File: config.mk
export PLATFORM = sky130hd
export DESIGN_NAME = everloop_frame_sched
export DESIGN_NICKNAME = d
export VERILOG_FILES = /design/src/rtl/everloop_pkg.sv /design/src/rtl/everloop_frame_timer.sv /design/src/rtl/everloop_frame_sched.sv
export SDC_FILE = /design/constraint.sdc
export NUM_CORES = 1
export LEC_CHECK = 0
export BUFFER_PORTS_ARGS = -buffer_cell sky130_fd_sc_hd__buf_2
export CAP_MARGIN = 25
export CORE_MARGIN = 3
export CORE_UTILIZATION = 45
export CTS_CLUSTER_DIAMETER = 100
export DETAILED_ROUTE_END_ITERATION = 16
export HOLD_SLACK_MARGIN = 0.03
export PLACE_DENSITY = 0.8
export SLEW_MARGIN = 40
export SYNTH_ARGS = -nofsm -noshare
export SYNTH_HDL_FRONTEND = slang
export SYNTH_SLANG_ARGS = --single-unit
File: constraint.sdc
create_clock -name clk -period 2.8 [get_ports clk]
set_input_delay 0 -clock clk [delete_from_list [all_inputs] [get_ports clk]]
set_output_delay 0 -clock clk [all_outputs]
set_load 0.01 [all_outputs]
File: src/rtl/everloop_pkg.sv
// everloop_pkg: shared constants for the everloop frame scheduler.
//   FRAME_BYTES   bytes streamed per frame (NUM_LEDS * BYTES_PER_LED)
//   BANK_BIT      RAM address bit selecting the display bank
//   LAST_IDX      byte index of the final byte of a frame
//   ST_*          scheduler state encoding
package everloop_pkg;

  localparam int NUM_LEDS       = 35;
  localparam int BYTES_PER_LED  = 4;
  localparam int FRAME_BYTES    = NUM_LEDS * BYTES_PER_LED;
  localparam int MEM_ADDR_WIDTH = 9;
  localparam int BANK_BIT       = MEM_ADDR_WIDTH - 1;
  localparam int PERIOD_WIDTH   = 24;
  localparam int LATCH_WIDTH    = 16;

  typedef logic [BANK_BIT-1:0] byte_idx_t;

  localparam byte_idx_t LAST_IDX = byte_idx_t'(FRAME_BYTES - 1);

  localparam logic [2:0] ST_IDLE    = 3'd0;
  localparam logic [2:0] ST_FETCH   = 3'd1;
  localparam logic [2:0] ST_RDWAIT  = 3'd2;
  localparam logic [2:0] ST_PRESENT = 3'd3;
  localparam logic [2:0] ST_LATCH   = 3'd4;

endpackage

File: src/rtl/everloop_frame_timer.sv
// everloop_frame_timer: frame-period down-counter and latch-interval counter.
// Ports:
//   clk, resetn     clock, synchronous active-low reset
//   start           frame start: reload period counter from frame_period
//   frame_period    cycles between frame starts (0 = back-to-back)
//   latch_load      latch entry: load latch counter from latch_cycles
//   latch_cycles    latch interval length (0 behaves as 1)
//   period_zero     period counter is 0 (next frame may start)
//   latch_done      current cycle is the last cycle of the latch interval
module everloop_frame_timer
  import everloop_pkg::*;
(
  input  logic                    clk,
  input  logic                    resetn,
  input  logic                    start,
  input  logic [PERIOD_WIDTH-1:0] frame_period,
  input  logic                    latch_load,
  input  logic [LATCH_WIDTH-1:0]  latch_cycles,
  output logic                    period_zero,
  output logic                    latch_done
);

  localparam logic [PERIOD_WIDTH-1:0] PERIOD_ONE = PERIOD_WIDTH'(1);
  localparam logic [LATCH_WIDTH-1:0]  LATCH_ONE  = LATCH_WIDTH'(1);

  logic [PERIOD_WIDTH-1:0] period_cnt;
  logic [LATCH_WIDTH-1:0]  latch_cnt;

  // Reloading with N-1 on the start cycle makes the next start land exactly
  // N cycles later; the latch counter likewise counts the entry cycle.
  always_ff @(posedge clk) begin
    if (!resetn) begin
      period_cnt <= '0;
      latch_cnt  <= '0;
    end else begin
      if (start)
        period_cnt <= (frame_period == '0) ? '0 : frame_period - PERIOD_ONE;
      else if (period_cnt != '0)
        period_cnt <= period_cnt - PERIOD_ONE;

      if (latch_load)
        latch_cnt <= (latch_cycles == '0) ? '0 : latch_cycles - LATCH_ONE;
      else if (latch_cnt != '0)
        latch_cnt <= latch_cnt - LATCH_ONE;
    end
  end

  assign period_zero = (period_cnt == '0);
  assign latch_done  = (latch_cnt == '0);

endmodule

File: src/rtl/everloop_frame_sched.sv
// everloop_frame_sched: streams one LED frame per period from the dual-bank
// LED RAM to the everloop serializer, inserts the latch interval after each
// frame and swaps the displayed bank only at frame boundaries.
// Optional feature macro: EVERLOOP_BRIGHTNESS_EN (scale bytes by brightness).
// Ports:
//   clk, resetn          clock, synchronous active-low reset
//   frame_en             enable periodic streaming
//   frame_period         cycles from frame start to frame start (0 = back-to-back)
//   latch_cycles         ser_latch high time after a frame (0 behaves as 1)
//   swap_req / swap_ack  bank toggle request (level) / toggle pulse
//   disp_bank            bank currently displayed
//   brightness           global scale (only with EVERLOOP_BRIGHTNESS_EN)
//   ram_en/ram_adr/ram_dat  RAM read port, data one cycle after ram_en
//   ser_req/ser_ack/ser_dat serializer byte handshake (ack 2 cycles after req)
//   ser_latch            holds serializer in latch/reset
//   frame_done           pulse on the last cycle of the latch interval
//   overrun              sticky: period elapsed while a frame was active
// The latch interval is max(latch_cycles,1) cycles; frame_done, the bank swap
// and swap_ack happen on its final cycle.
module everloop_frame_sched
  import everloop_pkg::*;
(
  input  logic                      clk,
  input  logic                      resetn,
  input  logic                      frame_en,
  input  logic [PERIOD_WIDTH-1:0]   frame_period,
  input  logic [LATCH_WIDTH-1:0]    latch_cycles,
  input  logic                      swap_req,
  output logic                      swap_ack,
  output logic                      disp_bank,
  input  logic [7:0]                brightness,
  output logic                      ram_en,
  output logic [MEM_ADDR_WIDTH-1:0] ram_adr,
  input  logic [7:0]                ram_dat,
  input  logic                      ser_req,
  output logic                      ser_ack,
  output logic [7:0]                ser_dat,
  output logic                      ser_latch,
  output logic                      frame_done,
  output logic                      overrun
);

`ifdef EVERLOOP_BRIGHTNESS_EN
  // (d * (b+1)) >> 8: b=255 passes d unchanged, b=0 yields 0.
  function automatic logic [7:0] scale_byte(input logic [7:0] d, input logic [7:0] b);
    logic [15:0] prod;
    prod = 16'(d) * (16'(b) + 16'd1);
    return 8'(prod >> 8);
  endfunction
`else
  logic unused_brightness;
  assign unused_brightness = ^brightness;
`endif

  logic [2:0] state;
  byte_idx_t  byte_idx;
  logic [7:0] dat_p1;
  logic       bank;
  logic       ovr;

  logic period_zero;
  logic latch_done;
  logic start;
  logic accept;
  logic last_byte;
  logic latch_load;
  logic frame_end;

  assign start      = (state == ST_IDLE) && frame_en && period_zero;
  assign accept     = (state == ST_FETCH) && ser_req;
  assign last_byte  = (byte_idx == LAST_IDX);
  assign latch_load = (state == ST_PRESENT) && last_byte;
  assign frame_end  = (state == ST_LATCH) && latch_done;

  everloop_frame_timer u_timer (
    .clk          (clk),
    .resetn       (resetn),
    .start        (start),
    .frame_period (frame_period),
    .latch_load   (latch_load),
    .latch_cycles (latch_cycles),
    .period_zero  (period_zero),
    .latch_done   (latch_done)
  );

  always_ff @(posedge clk) begin
    if (!resetn) begin
      state    <= ST_IDLE;
      byte_idx <= '0;
      bank     <= 1'b0;
      ovr      <= 1'b0;
      dat_p1   <= '0;
    end else begin
      // Period counter hitting zero inside a frame means the frame is too
      // long for the configured period.
      if (period_zero && (state != ST_IDLE) && (frame_period != '0))
        ovr <= 1'b1;

      case (state)
        ST_IDLE: begin
          if (start) begin
            byte_idx <= '0;
            state    <= ST_FETCH;
          end
        end
        ST_FETCH: begin
          if (ser_req)
            state <= ST_RDWAIT;
        end
        // Stage p1: RAM data arrives, register (optionally scaled) byte.
        ST_RDWAIT: begin
`ifdef EVERLOOP_BRIGHTNESS_EN
          dat_p1 <= scale_byte(ram_dat, brightness);
`else
          dat_p1 <= ram_dat;
`endif
          state  <= ST_PRESENT;
        end
        // Stage p2: byte presented with ser_ack.
        ST_PRESENT: begin
          if (last_byte) begin
            state <= ST_LATCH;
          end else begin
            byte_idx <= byte_idx + byte_idx_t'(1);
            state    <= ST_FETCH;
          end
        end
        ST_LATCH: begin
          if (latch_done) begin
            state <= ST_IDLE;
            if (swap_req)
              bank <= ~bank;
          end
        end
        default: state <= ST_IDLE;
      endcase
    end
  end

  assign ram_en     = accept;
  assign ram_adr    = {bank, byte_idx};
  assign ser_ack    = (state == ST_PRESENT);
  assign ser_dat    = dat_p1;
  assign ser_latch  = (state == ST_IDLE) || (state == ST_LATCH);
  assign frame_done = frame_end;
  assign swap_ack   = frame_end && swap_req;
  assign disp_bank  = bank;
  assign overrun    = ovr;

endmodule

# Yosys cells after proc, flatten, opt, wreduce, memory -nomap -nowiden
# Index checks and enable logic that the tools add are counted.
# totals
ff_bits,61
latch_bits,0
ramBits,0
romBits,0
input_bits,61
out_inout_bits,24
word_cells,60
mem_count,0
# op_classes
addsub,5
mul,0
div,0
n_lt_le_gt_ge,0
n_eq_ne,9
shift,0
muxes,14
bitwise,1
n_reduce_logical,24
# ops
operator,count
$mux 24,3
$logic_not 24->1,2
$mux 16,3
$reduce_bool 24->1,2
$sub 24x1->24 const B,2
$logic_not 16->1,2
$sub 16x1->16 const B,2
$mux 8,2
$pmux 8 s2,1
$reduce_bool 16->1,1
$pmux 3 s5,1
$mux 3,4
$reduce_and 3->1,3
$add 8x1->8 const B,1
$eq 8x8->1 const B,1
$logic_and 1x1->1,8
$ne 2x2->1 const B,4
$eq 3x2->1 const B,2
$reduce_bool 2->1,3
$eq 3x1->1 const B,1
$eq 3x3->1 const B,1
$logic_not 3->1,1
$reduce_bool 3->1,1
$logic_or 1x1->1,1
$not 1->1,1

# Longest topological paths before layout
# Gate-level depths: netlist of run 1.
# logic_depth
word_depth,5
depth_mapped,8

# By module
# Synthesis of run 1 repeated with hierarchy kept, for this count alone.
# hier_totals
cells_unflattened,479
hier_area_um2,4012.6
# by_module_without_submodules
mod,n_inst,cells_each,area_per_inst_um2
everloop_frame_timer,1,358,2960.3
everloop_frame_sched,1,121,1052.3

# Worst setup path after synthesis of run 1
# OpenSTA, ideal clock, no wires.
# synth_path
path_type,register -> register
start,reg u_timer.period_cnt[0]
end,reg byte_idx[7]
arrival_time_ns,2.034
path_slack_ns,0.697
path_stages_with_launch,8
synth_period_minus_slack_ns,2.103
cell_sequence,dfxtp_1 -> inv_1 -> ha_1 -> or4b_1 -> nor4_4 -> a21oi_2 -> or4_1 -> a21oi_1
# synth_via
elab_chain_len,4
# synth_rtl
item,line_no,rtl
from (decl),everloop_frame_timer.sv:26,logic [PERIOD_WIDTH-1:0] period_cnt;
from (signal assigned),everloop_frame_timer.sv:37,period_cnt <= (frame_period == '0) ? '0 : frame_period - PERIOD_ONE;
from (signal assigned),everloop_frame_timer.sv:39,period_cnt <= period_cnt - PERIOD_ONE;
$logic_not 24->1,everloop_frame_timer.sv:48,assign period_zero = (period_cnt == '0);
$logic_and 1x1->1,everloop_frame_sched.sv:69,assign start = (state == ST_IDLE) && frame_en && period_zero;
$ne 2x2->1 (no line),n/a,
$reduce_and 3->1 (no line),n/a,
to (signal assigned),everloop_frame_sched.sv:124,byte_idx <= byte_idx + byte_idx_t'(1);
to (decl),everloop_frame_sched.sv:56,byte_idx_t byte_idx;
# No other way between the ends.
# A chain may end at the register's enable or synchronous reset.

# Worst setup path after layout of run 1
# layout_path
start,reg u_timer.latch_cnt[6]
end,out swap_ack
# layout_via
elab_chain_len,3
# layout_rtl
item,line_no,rtl
from (decl),everloop_frame_timer.sv:27,logic [LATCH_WIDTH-1:0] latch_cnt;
from (signal assigned),everloop_frame_timer.sv:42,latch_cnt <= (latch_cycles == '0) ? '0 : latch_cycles - LATCH_ONE;
from (signal assigned),everloop_frame_timer.sv:44,latch_cnt <= latch_cnt - LATCH_ONE;
$logic_not 16->1,everloop_frame_timer.sv:49,assign latch_done = (latch_cnt == '0);
$logic_and 1x1->1,everloop_frame_sched.sv:73,assign frame_end = (state == ST_LATCH) && latch_done;
$logic_and 1x1->1,everloop_frame_sched.sv:146,assign swap_ack = frame_end && swap_req;
to (decl),everloop_frame_sched.sv:29,"output logic swap_ack,"
# No other way between the ends.

==> impl_metrics.ini, run 1 <==
[yosys]
netlist_instances = 464
synth_area_leaders = dfxtp_1, xnor2_1, xor2_1, nor2_1, nor4_1
synthArstFlopShare = 0
synth_edf_count = 0
synth_top_area_frac = 0.3154
synthTopCellsByCount = dfxtp_1, nor2_1, xnor2_1
yosysMostFrequentCell = dfxtp_1
seq_area_frac_synth = 0.3154
ys_seq_elements = 61
syn_area_um2 = 3871
yosys_warnings = 0
synth_flop_cell = dfxtp_1
yosysUniqueCellTypes = 56
syn_area_per_cell_um2 = 8.343
synth_fp_nets = 534
synth_largest_area_cell = dfxtp_1

[detailed_routing]
wirelength_um = 10630
drt_iter0_drc = 170
drc = 0
avgViaCountPerCell = 5.844
ant_nets = 0
first_pass_iters = 6
wl_per_cell_um = 15.61
vias = 3980

[grt]
grt_max_degree = 19
grt_overflow = 0
grt_pass1_wl_um = 17390
grt_use_total = 0.2147
antenna_found_initial = 0
grt_pass1_vias = 3792

[die]
die_x_um = 98.75
io_pins = 85
rows = 33
core_um2 = 8299
start_util = 0.4665
die-area_um2 = 9752
die_h_um = 98.75

[setup_path]
cp-start-kind = flip-flop
crit_slowest_cell = or4_1
crit_required_ns = 2.80
slowest_delay_ns = 0.71
cp_max_fo = 8
path_class = flip-flop to output pin
worstPathCellList = nor4_1 > nand2b_1 > or4_1 > nor3_1 > buf_2
end_kind = output pin
cp.arrival_ns = 2.40

[cells_and_area]
antenna_cells = 0
utilization = 0.5874
stdcell_area_um2 = 4875
n_fill_cell = 710
area_delta_synth_final_pct = 25.92
final_layout_size_suffix_gt1_frac = 0.2031
nets = 641

[sta]
tightestPinTransition_ns = 0.6942
tns_ns = 0
slew_violations = 0
finalHoldViolCount = 0
skew_ns = 0.009981
rsz0062_at_grt = false
fin_crit_sh = 0.8586
setup_viol = 0
period_needed_ns = 2.404
max_freq_mhz = 416.0
max_slew_margin = 0.5333

[cts]
cts_buffer_depth = 2
cts_htree_levels = 3
cts_made_buffers = 9
cts_resized = 0
cts_setup_buffers = 0
clock-sinks = 61
clock_latency_ns = 0.34
cts-root-buf = clkbuf_8
clk_pin_slew_ns = 0.07
cts_tree = built

[placement]
dp_hpwl_um = 7486
gp_congestion = 0.9053
dpl-instance-area_um2 = 4369
io_buffers = 76

[job]
cap_viol_max_count = 0

[power_and_ir_drop]
p_leak_nw = 1.842
power_density_nw_per_um2 = 911.2
irDropWorstVdd_mv = 0.4184

[status]
status = complete, no violations

[hold_path]
hold_path.class = primary input to flip-flop
[cells by family (layout without fill, tap and decap cells)]
kind of cell,count (synthesis),after routing,synth area share
muxes,9,9,0.02359
AOI/OAI and AO/OA,74,74,0.1261
and+or+nand+nor,210,210,0.3087
DFF,61,61,0.3154
adders and majority gates,9,9,0.02909
xor gates and xnor gates,74,74,0.1674
buffers and inverters,27,139,0.02973
[final timing paths]
kind                                       from                                  end  slack, ns  cells after the start
max           u_timer.latch_cnt[6]$_SDFFE_PN0P_                             swap_ack       0.40                      5
min                            frame_period[13]  u_timer.period_cnt[13]$_SDFFE_PN0P_       0.03                      3
max reg2reg  u_timer.period_cnt[0]$_SDFFE_PN0P_             byte_idx[7]$_SDFFE_PN0P_       0.49                      7
min reg2reg                overrun$_SDFFE_PN0P_                 overrun$_SDFFE_PN0P_       0.47                      1
[cell type report]
class	count	area [um2]	share of cell area
multi-input cells	376	2537	0.5205
flip-flops and latches	61	1221	0.2505
repair buffers	112	720.7	0.1478
well taps	105	131.4	0.02695
clock buffers	9	123.9	0.02541
clock inverters	7	98.84	0.02028
inverters	11	41.29	0.008470
[sequential cells by signal (all words and copies together), names as in the netlist]
name	flops
u_timer.period_cnt	24
u_timer.latch_cnt	16
byte_idx	8
ser_dat	8
state	3
disp_bank	1
overrun	1
[critical path, delay by kind of cell (launching register included)]
| kind | cells | cell delay, ns |
|---|---|---|
| AND/OR/NAND/NOR | 4 | 1.56 |
| flip-flops | 1 | 0.34 |
| buffers and inverters | 1 | 0.16 |
[metrics by stage]
stage	power, mW	hold WS (ns)	cells	worst slack [ns]
5_1_grt	4.735	0.06699	681	0.1981
3_3_place_gp	3.387	0.2368	637	0.5786
2_1_floorplan	2.985	0.1160	464	0.6966
6_report	4.442	0.03370	681	0.3960
4_1_cts	4.414	0.03060	681	0.4320
3_5_place_dp	3.479	0.2467	637	0.4954
[where the power goes]
group | leakage (nW) | switching, mW | internal, mW
clock network | 0.110 | 0.383 | 0.505
registers | 0.498 | 0.252 | 1.11
logic | 1.23 | 1.19 | 1.00
[layout by cell type (no fill, tap or decap), types with 4 or more instances in the layout]
cell type | Yosys | routed
a21oi_1 | 12 | 12
buf_2 | 5 | 76
buf_4 | 2 | 8
clkbuf_8 | 0 | 9
dfxtp_1 | 61 | 61
dlygate4sd3_1 | 0 | 28
ha_1 | 9 | 9
inv_1 | 10 | 10
mux2i_1 | 8 | 8
nand2_1 | 23 | 23
nand2b_1 | 7 | 7
nand3_1 | 15 | 15
nand4_1 | 10 | 10
nand4b_1 | 4 | 4
nor2_1 | 55 | 54
nor3_1 | 20 | 20
nor4_1 | 23 | 23
o21a_1 | 7 | 7
o21ai_0 | 9 | 9
o22ai_1 | 23 | 23
or3_1 | 9 | 9
or4_1 | 9 | 9
or4_4 | 4 | 4
xnor2_1 | 49 | 49
xor2_1 | 25 | 25
[timing repair]
action | CTS | global route
setup endpoints to repair | 0 | 0
hold endpoints to repair | 28 | 0
hold buffers | 28 | 0
[layer usage]
metal | track usage | up-vias | wire length (um)
met5 | 0 | - | 0
met4 | 0.1124 | 0 | 348
met3 | 0.03892 | 37 | 676
met2 | 0.3600 | 168 | 5135
met1 | 0.2612 | 1848 | 4469
li1 | - | 1927 | -
(Power assumes the default switching activity.)
==> run 2, diff against run 1 <==
- CORE_MARGIN: 3 -> 5
- CTS_CLUSTER_DIAMETER: 100 -> default
- TNS_END_PERCENT: default -> 5
==> run 2 against run 1 <==
  * Non-clock buffer count unchanged
  * Global-route usage is 1.3 points lower
  * Critical endpoint unchanged
  * Clock power fell by 12%
  * Via count down 1.2%
  * Sequential share of layout area grew 0.13 points
  * Highest routed layer unchanged
  * Worst hold slack got worse by 0.0031 ns
  * Utilization fell by 0.30 points
  * Critical path depth stayed put
  * Sequential power about the same
  * Total power is 2.8% lower
==> impl_metrics.ini, run 2 (synthesis gave the netlist of run 1 again) <==
[die]
io_pins = 85
die_h_um = 102.8
core_um2 = 8299
rows = 33
die_x_um = 102.8
die-area_um2 = 10560
start_util = 0.4665

[setup_path]
r2r-start = byte_idx[0]$_SDFFE_PN0P_
slowest_delay_ns = 0.70
worstSetupEndpoint = swap_ack
worstPathCellList = nor4_1 > nand2b_1 > or4_1 > nor3_1 > buf_2
reg2reg_to = u_timer.latch_cnt[0]$_SDFFE_PN0P_
cp.arrival_ns = 2.42
critPathBufInv = 1
crit_required_ns = 2.80
crit_slowest_cell = or4_1
cp_max_fo = 8
path_class = flip-flop to output pin
crit_family = simple AND/OR/NAND/NOR gates
rrSetupSlack_ns = 0.44
cp-startpoint = u_timer.latch_cnt[6]$_SDFFE_PN0P_
end_kind = output pin
reg2regPathDepth = 7
crit_cells = 5
cp-start-kind = flip-flop

[placement]
pre_cts_ws_ns = 0.5157
gp_congestion = 0.9025
dpl-instance-area_um2 = 4369
io_buffers = 76
dp.cells = 637
dp_hpwl_um = 7732

[detailed_routing]
drc = 0
avgViaCountPerCell = 5.775
ant_nets = 0
drt_iter0_drc = 147
first_pass_iters = 5
wl_per_cell_um = 15.75
wirelength_um = 10730
vias = 3933

[cts]
clock-sinks = 61
cts_buffer_depth = 2
clk_pin_slew_ns = 0.07
cts_htree_levels = 3
cts-root-buf = clkbuf_8
clock_latency_ns = 0.34
cts_made_buffers = 9
cts_tree = built
cts_resized = 0

[sta]
period_needed_ns = 2.415
fin_ws_ns = 0.3848
max_freq_mhz = 414.1
fin_crit_sh = 0.8626
tightestPinTransition_ns = 0.6839
skew_ns = 0.007659
holdWs_ns = 0.03061
max_slew_margin = 0.5403
slew_violations = 0
finalHoldViolCount = 0
rsz0062_at_grt = false
setup_viol = 0
tns_ns = 0

[power_and_ir_drop]
finalPower_mw = 4.316
power_density_nw_per_um2 = 890.0
irDropWorstVdd_mv = 0.3432
p_leak_nw = 1.820

[grt]
grt_max_degree = 19
grt_pass1_wl_um = 17180
grt_pass1_vias = 3762
grt_overflow = 0
grt_use_total = 0.2016
antenna_found_initial = 0

[hold_path]
hold_path.class = primary input to flip-flop

[cells_and_area]
final_common_cell = buf_2
area_delta_synth_final_pct = 25.27
utilization = 0.5844
largest_reg_flops = 24
antenna_cells = 0
nets = 641
final_layout_size_suffix_gt1_frac = 0.2031
top_register = u_timer.period_cnt
layoutNonFillerInstCount = 681
n_fill_cell = 691
stdcell_area_um2 = 4850
final_cell_mix = buf_2, dfxtp_1, nor2_1, xnor2_1, dlygate4sd3_1
reg_top3 = u_timer.period_cnt: 24 flops, u_timer.latch_cnt: 16 flops

[job]
cap_viol_max_count = 0

[status]
status = complete, no violations
[run 2: cell count changes in the layout (fill, tap and decap cells not counted)]
cell / change
bufinv_16: -1
clkinv_4: -2
clkinvlp_4: +3
[run 2: repair_timing]
action / 4_1_cts / 5_1_grt
endpoints found under the hold margin: 28 / 0
setup buffers: 0 / 0
hold buffers: 28 / 0
[run 2: worst min path at each step]
stage               depth (start not counted)                                 end             start
global route                                3  u_timer.latch_cnt[12]$_SDFFE_PN0P_  latch_cycles[12]
detailed placement                          3             ser_dat[4]$_SDFFE_PN0P_        ram_dat[4]
floorplan                                   2                            swap_ack          swap_req
CTS                                         3  u_timer.latch_cnt[12]$_SDFFE_PN0P_  latch_cycles[12]
global placement                            3             ser_dat[6]$_SDFFE_PN0P_        ram_dat[6]
finish                                      3  u_timer.latch_cnt[12]$_SDFFE_PN0P_  latch_cycles[12]
[run 2: tightest hold or removal path, cell delays in order]
cell and delay (ns):
buf_2 0.09, xnor2_1 0.09, o22ai_1 0.14
[run 2: metal layers]
metal	vias to the layer above	routed length, um	global-route usage
met4	0	185	0.08665
met3	17	526	0.02503
met5	-	0	0
li1	1920	-	-
met2	115	5370	0.3540
met1	1881	4645	0.2476
[run 2: power breakdown]
| part | internal, mW | switching, mW |
|---|---|---|
| Clock | 0.411 | 0.367 |
| Combinational | 0.999 | 1.18 |
| Sequential | 1.11 | 0.250 |
| Total | 2.52 | 1.79 |
[run 2: layout make-up]
| type | instances | area [um2] | area share |
|---|---|---|---|
| Tap cell | 105 | 131.4 | 0.02709 |
| Clock inverter | 7 | 73.82 | 0.01522 |
| Timing Repair Buffer | 112 | 720.7 | 0.1486 |
| Sequential cell | 61 | 1221 | 0.2518 |
| Clock buffer | 9 | 123.9 | 0.02554 |
| Inverter | 11 | 41.29 | 0.008514 |
| Multi-Input combinational cell | 376 | 2537 | 0.5232 |
==> run 3, diff against run 2 <==
==> constraint.sdc (replaced) <==
create_clock -name clk -period 2.8 [get_ports clk]
set_input_delay 0 -clock clk [delete_from_list [all_inputs] [get_ports clk]]
set_output_delay 0 -clock clk [all_outputs]
set_load 0.1 [all_outputs]
==> run 3 against run 2 <==
  * Design area is 1.7% higher
  * Clock-buffer cell count grew 1
  * Global-route usage grew 1.2 points
  * Clock skew up 0.0023 ns
  * Total power grew 6.0%
  * Critical path depth unchanged
  * Combinational power grew 9%
  * Wire length up 2.9%
  * Critical path type unchanged
  * Largest cell class unchanged
  * Largest power group unchanged
  * Highest routed layer unchanged
==> impl_metrics.ini, run 3 (synthesis gave the netlist of run 1 again) <==
[cells_and_area]
top_register = u_timer.period_cnt
final_layout_size_suffix_gt1_frac = 0.2083
final_common_cell = buf_2
n_fill_cell = 716
utilization = 0.5943
area_delta_synth_final_pct = 27.41
reg_top3 = u_timer.period_cnt: 24 flops, u_timer.latch_cnt: 16 flops
nets = 646
largest_reg_flops = 24
final_cell_mix = buf_2, dfxtp_1, nor2_1, xnor2_1, dlygate4sd3_1
antenna_cells = 0

[detailed_routing]
drc = 0
vias = 3979
wl_per_cell_um = 16.08
ant_nets = 0
first_pass_iters = 5
avgViaCountPerCell = 5.800
drt_iter0_drc = 165
wirelength_um = 11030

[grt]
grt_pass1_wl_um = 18250
grt_use_total = 0.2137
antenna_found_initial = 0
grt_pass1_vias = 3907
grt_overflow = 0
grt_max_degree = 19

[sta]
max_slew_margin = 0.5396
max_freq_mhz = 379.0
tns_ns = 0
skew_ns = 0.009968
rsz0062_at_grt = false
slew_violations = 0
setup_viol = 0
tightestPinTransition_ns = 0.6849
fin_crit_sh = 0.9423
finalHoldViolCount = 0
period_needed_ns = 2.639

[power_and_ir_drop]
irDropWorstVdd_mv = 0.4070
power_density_nw_per_um2 = 927.5
p_leak_nw = 1.870
finalPower_mw = 4.575

[placement]
io_buffers = 76
gp_congestion = 0.8846
dp_hpwl_um = 7691

[setup_path]
worstPathCellList = nor4_2 > nand2b_1 > or4_1 > nor3_4 > buf_2
rrSetupSlack_ns = 0.46
crit_slowest_cell = or4_1
end_kind = output pin
path_class = flip-flop to output pin
cp-start-kind = flip-flop
cp_max_fo = 8
cp.arrival_ns = 2.64
crit_required_ns = 2.80
slowest_delay_ns = 0.73
critPathBufInv = 1
crit_family = simple AND/OR/NAND/NOR gates

[cts]
cts_setup_buffers = 0
cts-root-buf = clkbuf_8
clock-sinks = 61
clock_latency_ns = 0.35
cts_buffer_depth = 2
cts_htree_levels = 3
clk_pin_slew_ns = 0.08
cts_tree = built
cts_made_buffers = 9

[die]
core_um2 = 8299
io_pins = 85
die_h_um = 102.8
rows = 33
die-area_um2 = 10560
die_x_um = 102.8
start_util = 0.4665

[job]
cap_viol_max_count = 0

[status]
status = complete, no violations

[hold_path]
hold_path.class = primary input to flip-flop
## run 3: changes by cell type in the layout (fill, tap and decap cells not counted), sizes merged
cell,change
clkbuf,+1
clkinv,+2
clkinvlp,-4
dlygate4sd3,+5
inv,+1
## run 3: tightest hold or removal path, cell delays in order
cell and delay [ns]:
buf_2 0.10, xor2_1 0.06, nor2_1 0.09, o21a_1 0.10
## run 3: cell type report
type                            instances  area [um2]  area share
Tap cell                              105       131.4     0.02664
Inverter                               11       41.29    0.008371
Clock buffer                           10       137.6     0.02790
Timing Repair Buffer                  117       770.7      0.1563
Sequential cell                        61        1221      0.2476
Clock inverter                          6       70.07     0.01421
Multi-Input combinational cell        376        2560      0.5190
## run 3: worst paths after layout
path / endpoint / start / cells past startpoint
worst min-delay path: u_timer.period_cnt[8]$_SDFFE_PN0P_ / frame_period[8] / 4
worst max-delay path: swap_ack / u_timer.latch_cnt[6]$_SDFFE_PN0P_ / 5
worst max register to register: u_timer.latch_cnt[15]$_SDFFE_PN0P_ / byte_idx[0]$_SDFFE_PN0P_ / 7
worst min register to register: overrun$_SDFFE_PN0P_ / overrun$_SDFFE_PN0P_ / 1
## run 3: metrics by stage
step / hold WS (ns) / cell area (um2) / std cells / setup slack [ns]
floorplan: 0.1171 / 3887 / 464 / 0.005587
finish: 0.04806 / 4932 / 686 / 0.1615
global placement: 0.2389 / 4385 / 637 / 0.5480
global route: 0.05887 / 4932 / 686 / 0.04351
detailed placement: 0.2440 / 4385 / 637 / 0.4893
CTS: 0.04233 / 4923 / 686 / 0.1234
## run 3: repair_timing
item,4_1_cts,5_1_grt
resized for setup,0,1
hold buffers,33,0
endpoints found under the hold margin,33,0
endpoints found under the setup margin,0,2
## run 3: report_power, final
group / switching [mW] / leakage, nW / internal [mW]
clock network: 0.391 / 0.107 / 0.443
logic: 1.35 / 1.27 / 1.01
registers: 0.264 / 0.498 / 1.11
## run 3: layer usage
| metal | routed length (um) | part of all wire | global-route usage | vias up |
|---|---|---|---|---|
| li1 | - | - | - | 1934 |
| met1 | 4610 | 0.42 | 0.2658 | 1896 |
| met2 | 5545 | 0.50 | 0.3684 | 130 |
| met3 | 655 | 0.059 | 0.04263 | 19 |
| met4 | 223 | 0.020 | 0.07371 | 0 |
| met5 | 0 | 0 | 0 | - |
